--- config.mk ---
export PLATFORM = sky130hd
export DESIGN_NAME = memory_port_arbiter
export DESIGN_NICKNAME = d
export VERILOG_FILES = /design/src/rtl/memory_port_arbiter.sv
export SDC_FILE = /design/constraint.sdc
export NUM_CORES = 1
export LEC_CHECK = 0
export CAP_MARGIN = 20
export CORE_MARGIN = 5
export CORE_UTILIZATION = 40
export DETAILED_ROUTE_END_ITERATION = 6
export HOLD_SLACK_MARGIN = 0.15
export PLACE_DENSITY_LB_ADDON = 0.12
export SETUP_SLACK_MARGIN = 0.05
export SYNTH_ARGS = -nofsm -noshare
export SYNTH_HDL_FRONTEND = slang
export SYNTH_SLANG_ARGS = --single-unit
--- constraint.sdc ---
create_clock -name clk -period 6.05 [get_ports clk]
set_input_delay 0.9075 -clock clk [delete_from_list [all_inputs] [get_ports clk]]
set_output_delay 0.9075 -clock clk [all_outputs]
set_load 0.02 [all_outputs]
--- src/rtl/memory_port_arbiter.sv ---
// Shares one byte-wide memory port between scalar and 16-lane vector accesses.
// Vector accesses are serialized one lane per cycle. The pipeline stall is held until the access completes.
module memory_port_arbiter #(
    parameter int ADDR_W = 16,
    parameter int DATA_W = 8,
    parameter int LANES  = 16
) (
    input  logic                      clk,
    input  logic                      reset,
    input  logic                      scalar_req,
    input  logic                      scalar_we,
    input  logic [ADDR_W-1:0]         scalar_addr,
    input  logic [DATA_W-1:0]         scalar_wdata,
    output logic [DATA_W-1:0]         scalar_rdata,
    output logic                      scalar_done,
    input  logic                      vector_req,
    input  logic                      vector_we,
    input  logic [ADDR_W-1:0]         vector_addr,
    input  logic [LANES*DATA_W-1:0]   vector_wdata,
    output logic [LANES*DATA_W-1:0]   vector_rdata,
    output logic                      vector_done,
    output logic                      stall,
    output logic [ADDR_W-1:0]         mem_addr,
    output logic                      mem_we,
    output logic [DATA_W-1:0]         mem_wdata,
    input  logic [DATA_W-1:0]         mem_rdata
);

    localparam int VEC_W  = LANES * DATA_W;
    localparam int LANE_W = (LANES > 1) ? $clog2(LANES) : 1;
    localparam logic [LANE_W-1:0] LAST_LANE = LANE_W'(LANES - 1);

    typedef enum logic [2:0] {
        IDLE,
        S_ACC,
        S_RESP,
        V_ACC,
        V_DRAIN,
        DONE
    } state_t;

    state_t              state_q;
    logic                serve_vec_q;
    logic                we_q;
    logic [LANE_W-1:0]   lane_q;
    logic [VEC_W-1:0]    vec_wdata_q;
    logic [ADDR_W-1:0]   mem_addr_q;
    logic                mem_we_q;
    logic [DATA_W-1:0]   mem_wdata_q;
    logic [DATA_W-1:0]   scalar_rdata_q;
    logic [VEC_W-1:0]    vector_rdata_q;
    logic                scalar_done_q;
    logic                vector_done_q;

    logic [LANE_W-1:0]   lane_d;
    logic [LANE_W-1:0]   prev_lane;
    logic [ADDR_W-1:0]   addr_d;
    logic [DATA_W-1:0]   wlane [LANES];

    for (genvar gi = 0; gi < LANES; gi++) begin : g_wlane
        assign wlane[gi] = vec_wdata_q[gi*DATA_W +: DATA_W];
    end

    // Address increment wraps naturally at the top of the address space.
    assign lane_d    = lane_q + 1'b1;
    assign prev_lane = lane_q - 1'b1;
    assign addr_d    = mem_addr_q + 1'b1;

    always_ff @(posedge clk or negedge reset) begin
        if (!reset) begin
            state_q        <= IDLE;
            serve_vec_q    <= 1'b0;
            we_q           <= 1'b0;
            lane_q         <= '0;
            vec_wdata_q    <= '0;
            mem_addr_q     <= '0;
            mem_we_q       <= 1'b0;
            mem_wdata_q    <= '0;
            scalar_rdata_q <= '0;
            vector_rdata_q <= '0;
            scalar_done_q  <= 1'b0;
            vector_done_q  <= 1'b0;
        end else begin
            scalar_done_q <= 1'b0;
            vector_done_q <= 1'b0;
            case (state_q)
                IDLE: begin
                    if (scalar_req) begin
                        serve_vec_q <= 1'b0;
                        we_q        <= scalar_we;
                        mem_addr_q  <= scalar_addr;
                        mem_we_q    <= scalar_we;
                        mem_wdata_q <= scalar_wdata;
                        state_q     <= S_ACC;
                    end else if (vector_req) begin
                        serve_vec_q <= 1'b1;
                        we_q        <= vector_we;
                        vec_wdata_q <= vector_wdata;
                        lane_q      <= '0;
                        mem_addr_q  <= vector_addr;
                        mem_we_q    <= vector_we;
                        mem_wdata_q <= vector_wdata[DATA_W-1:0];
                        state_q     <= V_ACC;
                    end
                end
                S_ACC: begin
                    mem_we_q <= 1'b0;
                    state_q  <= S_RESP;
                end
                S_RESP: begin
                    if (!we_q) begin
                        scalar_rdata_q <= mem_rdata;
                    end
                    scalar_done_q <= 1'b1;
                    state_q       <= DONE;
                end
                V_ACC: begin
                    // Read data lags the address by one cycle, so this cycle returns the previous lane.
                    if (!we_q && lane_q != '0) begin
                        vector_rdata_q[prev_lane*DATA_W +: DATA_W] <= mem_rdata;
                    end
                    if (lane_q == LAST_LANE) begin
                        mem_we_q <= 1'b0;
                        if (we_q) begin
                            vector_done_q <= 1'b1;
                            state_q       <= DONE;
                        end else begin
                            state_q <= V_DRAIN;
                        end
                    end else begin
                        lane_q      <= lane_d;
                        mem_addr_q  <= addr_d;
                        mem_wdata_q <= wlane[lane_d];
                    end
                end
                V_DRAIN: begin
                    vector_rdata_q[LAST_LANE*DATA_W +: DATA_W] <= mem_rdata;
                    vector_done_q <= 1'b1;
                    state_q       <= DONE;
                end
                DONE: begin
                    state_q <= IDLE;
                end
                default: begin
                    mem_we_q <= 1'b0;
                    state_q  <= IDLE;
                end
            endcase
        end
    end

    // In DONE the pipeline only keeps stalling if the other requester is waiting.
    always_comb begin
        stall = 1'b1;
        case (state_q)
            IDLE:    stall = scalar_req | vector_req;
            DONE:    stall = serve_vec_q ? scalar_req : vector_req;
            default: stall = 1'b1;
        endcase
    end

    assign mem_addr     = mem_addr_q;
    assign mem_we       = mem_we_q;
    assign mem_wdata    = mem_wdata_q;
    assign scalar_rdata = scalar_rdata_q;
    assign vector_rdata = vector_rdata_q;
    assign scalar_done  = scalar_done_q;
    assign vector_done  = vector_done_q;

endmodule

# == Word level (Yosys, flattened, before mapping) ==
# Index checks and enable logic that the tools add are counted.
# classes
addsub,4
order_cmp,1
n_eq_ne,12
shift,2
n_mux,35
bitwise,5
n_reduce_logical,18
# ops
operator,n
bitwise mux 128 bit,1
two-way mux 128 bit,1
"variable shift 8 x 34 -> 128 bit, first input constant",1
indexed part select 8 x 34 -> 128 bit,1
two-way mux 16 bit,3
two-way mux 8 bit,5
negation 7 -> 34 bit,1
binary-select mux 8 bit (select 4 bit),1
case mux 16 bit (2 select lines),1
case mux 8 bit (2 select lines),2
"adder 16 x 1 -> 16 bit, second input constant",1
two-way mux 4 bit,3
case mux 3 bit (4 select lines),1
two-way mux 1 bit,10
"!= test 2 bit, second input constant",5
AND reduction 2 bit,5
two-way mux 3 bit,3
AND reduction 3 bit,3
case mux 4 bit (2 select lines),1
"== test 3 x 2 -> 1 bit, second input constant",2
"== test 3 bit, second input constant",2
nonzero test 2 bit,3
">= comparator 5 bit, second input constant",1
inverter 4 -> 5 bit,1
other kinds (16),19
# word_totals
ff_bits,300
inputBits,182
output_inout_bits,164
elab_cells,90

# == Depth between registers and ports, before layout ==
# Gate-level depths: netlist (run 1).
# logic_depth
depth_word,7
depth_mapped,15
mapped_depth_nobuf,10

# == Least setup slack after synthesis (run 1) ==
# Ideal clock, no wire load.
# synth_path
path_type,flip-flop to flip-flop
startpoint,reg lane_q[0]
endpoint,reg vector_rdata_q[16] (netlist: vector_rdata[16])
setup_time_ps,125
arrival_time_ps,3270
required_ps,5925
slack_ps,2655
path_stages_with_launch,14
n_path_buf,5
period_less_slack_ps,3395
path_cell_list,dfrtp_1 buf_6 inv_1 ha_1 buf_1 clkbuf_1 and3_1 ha_1 buf_2 inv_1 nor3_1 and3_1 buf_2 mux2_2
# synth_between
elab_chain_len,4
elab_cells_between_ends,8
cone_classes,add/sub (2); shift (2); mux (1); reduce/logical (3)
# synth_lines
item,line_no,rtl
from (decl),45,logic [LANE_W-1:0] lane_q;
from (signal assigned),131,lane_q <= lane_d;
subtractor 4 x 1 -> 4 bit,66,assign prev_lane = lane_q - 1'b1;
negation 7 -> 34 bit,120,vector_rdata_q[prev_lane*DATA_W +: DATA_W] <= mem_rdata;
indexed part select 8 x 34 -> 128 bit or variable shift 8 x 34 -> 128 bit (tied branches),120,
bitwise mux 128 bit,120,
"to (signal, indexed assignment)",120,
"to (signal, indexed assignment)",137,vector_rdata_q[LAST_LANE*DATA_W +: DATA_W] <= mem_rdata;
to (decl),51,logic [VEC_W-1:0] vector_rdata_q;
# Several ways; a longest one is shown, not always the timed one.
# A chain may end at the register's enable or synchronous reset.

# == Final worst setup path (run 1) ==
# layout_path
startpoint,reg lane_q[1]
endpoint,reg vector_rdata_q[18] (netlist: vector_rdata[18])
# Same word-level chain as after synthesis.

==> results of run 1 <==
-- registers in the layout, indices dropped and copies added, names as in the netlist, 3 cells and up --
| register | flops |
|---|---|
| lane_q | 4 |
| mem_addr | 16 |
| mem_wdata | 8 |
| scalar_rdata | 8 |
| state_q | 3 |
| vec_wdata_q | 128 |
| vector_rdata | 128 |
-- per-stage QoR --
stage | instances | worst slack [ns] | hold WS [ns] | util, % | total power (W)
global route | 1954 | 1.78 | 0.510 | 54.6 | 0.00979
CTS | 1954 | 2.08 | 0.483 | 54.6 | 0.00934
finish | 1954 | 2.02 | 0.467 | 54.6 | 0.00923
global placement | 1894 | 2.30 | 0.466 | 51.2 | 0.00712
floorplan | 1159 | 2.66 | 0.469 | - | 0.00567
detailed placement | 1895 | 2.12 | 0.471 | 51.2 | 0.00719
-- cells in the mapped netlist (all sizes together) (2+ instances only) --
cell	number
inv	47
clkbuf	41
nor2b	22
nand3b	2
nand4	6
a22o	9
nand3	32
mux2i	42
o21ai	81
nor2	28
buf	32
mux2	176
or2	3
o22a	4
dfrtp	300
o22ai	7
nor3	14
and2	10
mux4	32
a31oi	21
a211oi	3
and3	13
a2111oi	2
ha	8
nand2	152
a21oi	44
nand2b	2
a2bb2oi	6
or3b	2
xnor2	3
-- layer usage --
layer / vias to the layer above / GRT usage, % / wire length, um
met5: - / 0 / 38
met4: 6 / 4.58 / 844
met3: 61 / 5.84 / 2980
met2: 308 / 33.4 / 19000
met1: 4909 / 26.2 / 16400
li1: 4733 / - / -
-- final cells by class --
| cell class | instances | area [um2] |
|---|---|---|
| clock buffers | 52 | 1030 |
| clock inverters | 7 | 119 |
| fillers | 2950 | 15600 |
| inverters | 47 | 176 |
| multi-input cells | 739 | 5820 |
| flip-flops and latches | 300 | 7510 |
| well taps | 455 | 569 |
| repair buffers | 354 | 3530 |
-- cells by family after synthesis --
family                   share of synthesized area [%]
AO/OA/AOI/OAI                                     7.80
XOR/XNOR                                         0.588
adder cells (fa/ha/maj)                          0.724
buffers and inverters                             3.76
flip-flops                                        54.3
multiplexers                                      23.0
AND/OR/NAND/NOR                                   9.81
-- worst max-delay path, delay by kind of cell, from the launching register on --
family | cells | cell delay (ns)
adders and majority gates | 2 | 1.07
buffers and inverters | 2 | 0.30
DFF | 1 | 0.52
muxes | 1 | 0.38
and+or+nand+nor | 3 | 1.65
-- worst min path at each step --
| stage | end | slack (ns) | depth (start not counted) |
|---|---|---|---|
| global route | vector_rdata[92] | 0.51 | 2 |
| global placement | vector_rdata[94] | 0.47 | 2 |
| detailed placement | vector_rdata[92] | 0.47 | 2 |
| floorplan | serve_vec_q | 0.47 | 2 |
| finish | vector_rdata[46] | 0.47 | 1 |
| CTS | vector_rdata[92] | 0.48 | 2 |
-- power groups by stage --
stage	clock (W)	sequential, W	combinational (W)
floorplan	0	0.00347	0.00220
global placement	0	0.00326	0.00387
detailed placement	0	0.00328	0.00391
global route	0.00225	0.00335	0.00419
finish	0.00212	0.00325	0.00386
CTS	0.00218	0.00325	0.00392
==> flow_summary.toml, run 1 <==
[detailed_routing]
drt_pre_antenna_iters = 5
vias_per_cell = 5.13
route.detailed.drc = 0
total_wire_length_um = 39300
drtIter0Drc = 494
drt.antenna.violating_nets = 0
routed-via-count = 10017
wire_per_inst_um = 20.1

[setup_path]
launch_point_of_the_worst_reg_to_reg_path = "lane_q[1]"
critPathArrivalTime_ns = 4.42
timing.critical_path.fanout_max = 22
crit_path_top_delay_cell = "sky130_fd_sc_hd__nor3_1"
crit_type = "reg2reg"
path_cells = "inv_1 -> ha_1 -> and3_1 -> ha_1 -> inv_1 -> nor3_1 -> and3_1 -> mux2_2"
worstSetupStartpoint = "lane_q[1]"
r2r-end = "vector_rdata[18]"
worst_setup_path_endpoint = "vector_rdata[18]"
worstSetupEndpointType = "register"
setup.worst_path.start_class = "register"
setup.reg_to_reg.worst_slack_ns = 2.02
required_ns = 6.43
timing.reg2reg.worst_path_depth = 8
cp_slowest_stage_delay_ns = 0.85

[sta]
maxSlewViolCount = 0
post-route-period-util_pct = 66.7
final.min_clock_period_ns = 4.03
slew_worst_pin_ns = 1.02
report.final.setup_viol = 0
skew_ns = 0.00962
finalHoldViolCount = 0
relSlewSlack_pct = 31.2
rsz0062_at_grt = "no"
fmax_mhz = 248
post_route_setup_tns_ns = 0

[global_routing]
groute.usage.overall_pct = 20.1
globalRoute.totalOverflow = 0
grt_first_pass_wirelength_um = 61200
maximum_number_of_pins_on_one_net_before_global_route_repair = 129
first_global_vias = 10209
antenna_found_initial = 3

[clock_network]
cts_made_buffers = 35
clock_tree.root_cell = "sky130_fd_sc_hd__clkbuf_16"
cts.clk_slew.worst_paths_ns = 0.06
numClockSinks = 300
clock_insertion_delay_worst_skew_ns = 0.51
cts_hold_buffers = 0
cts_tree = "yes"
cts-root-to-sink-buffers = 3
cts_post_setup_buffers_inserted = 0
clock_tree.htree_level_count = 2
post_cts_resize_count = 0

[layout]
highest_count_cells_in_the_layout_ignoring_fill_and_taps = "343 x sky130_fd_sc_hd__clkdlybuf4s50_1, 299 x sky130_fd_sc_hd__dfrtp_1, 160 x sky130_fd_sc_hd__mux2_2, 152 x sky130_fd_sc_hd__nand2_1, 62 x sky130_fd_sc_hd__o21ai_0"
antenna_cells_inserted = 0
share_of_layout_cells_above_drive_strength_1_pct = 18.8
num-nets-final = 1667
final_design_area_no_fill_um2 = 18800
area_delta_synth_final_pct = 35.7
layout.cells.most_common = "sky130_fd_sc_hd__clkdlybuf4s50_1"

[power]
power-per-cell-area_nw_per_um2 = 492
switching_power_w = 0.00328
power_frac_comb_pct = 41.9
peakVddDrop_uv = 244
switching_share_pct = 35.6
internal_power_w = 0.00595
leakagePower_nw = 8.07
p_clk_share_pct = 23.0
p_seq_share_pct = 35.2

[synth]
syn_area_um2 = 13800
synthesis.nets = 1349
syn-mean-instance-area_um2 = 11.9
postSynthRegisterBits = 300
yosysSeqAreaShare_pct = 54.3
ys_async_rst_share_pct = 100
yosys_most_used_dff = "sky130_fd_sc_hd__dfrtp_1"
count_of_flip_flops_with_a_built_in_enable_after_synthesis = 0
yosys_warnings = 0
synth_top_cell_by_area = "sky130_fd_sc_hd__dfrtp_1"
ys_top_cells_by_area = "sky130_fd_sc_hd__dfrtp_1 54%, sky130_fd_sc_hd__mux2_2 13%, sky130_fd_sc_hd__mux4_2 5.2%, sky130_fd_sc_hd__nand2_1 4.1%, sky130_fd_sc_hd__mux2i_1 3.0%"
top_area_cell_type_share_of_the_netlist_area_pct = 54.3
ys_types = 57
syn_inst = 1159

[floorplanning]
boundaryPins = 346
initial_core_util_pct = 40.2
core_area_um2 = 34400
placementRows = 68
die_height_um = 196
dieWidth_um = 196
die_area_um2 = 38400

[job]
drv_cap = 0

[place]
hpwl_um = 28200
numPortBuffers = 345
routabilityCongestion = 0.786
placed_area_um2 = 17600

[outcome]
status = "finished clean"

[min_path]
hold_path_class = "in2async"
Note: power is estimated with default switching activity, not from simulation.
==> inputs of run 2 (changes only) <==
==> constraint.sdc (replaced) <==
create_clock -name clk -period 3.9 [get_ports clk]
set_input_delay 0.585 -clock clk [delete_from_list [all_inputs] [get_ports clk]]
set_output_delay 0.585 -clock clk [all_outputs]
set_load 0.02 [all_outputs]
==> run 2 against run 1 <==
Non-clock buffer count up 13. Maximum frequency grew 15%. Global-route usage is 0.087 points higher. Clock-buffer cell count shrank 4. Cell area increased by 0.79%. Sequential power rose by 54%. Register-to-register slack worse by 1.6 ns. Critical endpoint is now vector_rdata[85]. Largest cell class unchanged.
==> flow_summary.toml, run 2 (synthesis gave the netlist of run 1 again) <==
[outcome]
status = "finished clean"

[setup_path]
worstSetupStartpoint = "lane_q[0]"
cell_depth_of_the_worst_setup_path = 8
worstSetupEndpointType = "register"
critPathArrivalTime_ns = 3.91
timing.reg2reg.worst_path_depth = 8
path_cells = "inv_1 -> ha_1 -> xnor2_1 -> and3_1 -> ha_1 -> nor3_1 -> and3_1 -> mux2_2"
cp_num_buf_inv = 1
crit_path_top_delay_cell = "sky130_fd_sc_hd__nor3_1"
timing.critical_path.fanout_max = 12
crit_type = "reg2reg"
launch_point_of_the_worst_reg_to_reg_path = "lane_q[0]"
worst_setup_path_endpoint = "vector_rdata[85]"
setup.worst_path.start_class = "register"
setup.reg_to_reg.worst_slack_ns = 0.38
family_with_the_most_delay_on_the_worst_path = "simple AND/OR/NAND/NOR gates"
r2r-end = "vector_rdata[85]"
required_ns = 4.29
cp_slowest_stage_delay_ns = 0.66

[power]
internal_power_w = 0.00927
p_seq_share_pct = 34.9
power-per-cell-area_nw_per_um2 = 760
switching_power_w = 0.00510
p_clk_share_pct = 22.7
switching_share_pct = 35.5
leakagePower_nw = 8.16
peakVddDrop_uv = 386
power_frac_comb_pct = 42.3

[global_routing]
grt_first_pass_wirelength_um = 61400
antenna_found_initial = 3
groute.usage.overall_pct = 20.1
globalRoute.totalOverflow = 0
first_global_vias = 10423
maximum_number_of_pins_on_one_net_before_global_route_repair = 110

[sta]
relSlewSlack_pct = 36.4
fmax_mhz = 284
post-route-period-util_pct = 90.2
report.final.setup_viol = 0
rsz0062_at_grt = "no"
slew_worst_pin_ns = 0.951
finalHoldViolCount = 0
final.min_clock_period_ns = 3.52
skew_ns = 0.0151
maxSlewViolCount = 0
post_route_setup_tns_ns = 0

[clock_network]
cts_made_buffers = 34
cts.clk_slew.worst_paths_ns = 0.06
clock_tree.htree_level_count = 2
cts-root-to-sink-buffers = 3
post_cts_resize_count = 0
cts_tree = "yes"
clock_tree.root_cell = "sky130_fd_sc_hd__clkbuf_16"
clock_insertion_delay_worst_skew_ns = 0.51
numClockSinks = 300

[layout]
area_delta_synth_final_pct = 36.8
highest_count_cells_in_the_layout_ignoring_fill_and_taps = "343 x sky130_fd_sc_hd__clkdlybuf4s50_1, 299 x sky130_fd_sc_hd__dfrtp_1, 160 x sky130_fd_sc_hd__mux2_2, 152 x sky130_fd_sc_hd__nand2_1, 62 x sky130_fd_sc_hd__o21ai_0"
share_of_layout_cells_above_drive_strength_1_pct = 19.8
stdcell_count = 1967
num-nets-final = 1679
multi_input_area_um2 = 5820
sequential_cell_area_um2 = 7510
layout.cells.most_common = "sky130_fd_sc_hd__clkdlybuf4s50_1"
filler_cell_count = 2964
antenna_cells_inserted = 0

[detailed_routing]
vias_per_cell = 5.15
drtIter0Drc = 466
drt_pre_antenna_iters = 5
total_wire_length_um = 39500
wire_per_inst_um = 20.1
route.detailed.drc = 0
drt.antenna.violating_nets = 0
routed-via-count = 10135

[floorplanning]
die_height_um = 196
die_area_um2 = 38400
dieWidth_um = 196
initial_core_util_pct = 40.2
placementRows = 68
core_area_um2 = 34400
boundaryPins = 346

[place]
numPortBuffers = 345
hpwl_um = 28700
place.detailed.instances = 1906
routabilityCongestion = 0.796

[min_path]
hold_path_class = "in2async"

[job]
drv_cap = 0
-- run 2: worst min-delay path by stage --
stage | from | end | slack (ns) | cells past startpoint
global placement | vector_rdata[90] | vector_rdata[90] | 0.47 | 2
global route | reset | vector_rdata[44] | 0.22 | 1
CTS | reset | vector_rdata[44] | 0.19 | 1
finish | reset | vector_rdata[44] | 0.17 | 1
floorplan | reset | lane_q[0] | 0.29 | 0
detailed placement | vector_rdata[75] | vector_rdata[75] | 0.48 | 2
-- run 2: cell type report --
cell class / instances / area share (%)
Clock buffer: 48 / 5.38
Timing Repair Buffer: 367 / 19.5
Sequential cell: 300 / 39.7
Clock inverter: 11 / 0.715
Multi-Input combinational cell: 739 / 30.8
Inverter: 47 / 0.933
Tap cell: 455 / 3.01
-- run 2: worst reg2reg max path: stages (launching register included) --
cell	delay, ns
sky130_fd_sc_hd__dfrtp_4	0.54
sky130_fd_sc_hd__inv_1	0.18
sky130_fd_sc_hd__ha_1	0.39
sky130_fd_sc_hd__xnor2_1	0.16
sky130_fd_sc_hd__and3_1	0.21
sky130_fd_sc_hd__ha_1	0.38
sky130_fd_sc_hd__nor3_1	0.66
sky130_fd_sc_hd__and3_1	0.51
sky130_fd_sc_hd__mux2_2	0.39
-- run 2: layer usage --
layer | share of wire, % | track usage, %
met4 | 2.9 | 6.00
met3 | 6.8 | 5.32
met2 | 48 | 33.0
met1 | 42 | 26.5
met5 | 0.083 | 0
-- run 2: repair_timing --
| item | in CTS | in global routing |
|---|---|---|
| hold endpoints to repair | 0 | 0 |
| buffers inserted | 0 | 1 |
| hold buffers | 0 | 0 |
| endpoints found under the setup margin | 0 | 8 |
-- run 2: power by group through the flow --
stage / logic (W) / registers, W / clock network [W]
after CTS: 0.00618 / 0.00502 / 0.00337
after global placement: 0.00607 / 0.00503 / 0
final: 0.00608 / 0.00501 / 0.00327
after detailed placement: 0.00617 / 0.00507 / 0
after floorplan: 0.00342 / 0.00538 / 0
after global routing: 0.00663 / 0.00517 / 0.00348
-- run 2: through the flow --
stage | setup WS, ns | power, W | cell area, um2 | utilization (%) | hold WS [ns]
3_3_place_gp | 0.446 | 0.0111 | 17700 | 51.6 | 0.465
6_report | 0.383 | 0.0144 | 18900 | 55.0 | 0.168
3_5_place_dp | 0.347 | 0.0112 | 17700 | 51.6 | 0.476
5_1_grt | 0.102 | 0.0153 | 18900 | 55.0 | 0.220
4_1_cts | 0.349 | 0.0146 | 18900 | 55.0 | 0.187
2_1_floorplan | 0.505 | 0.00880 | 13800 | - | 0.289
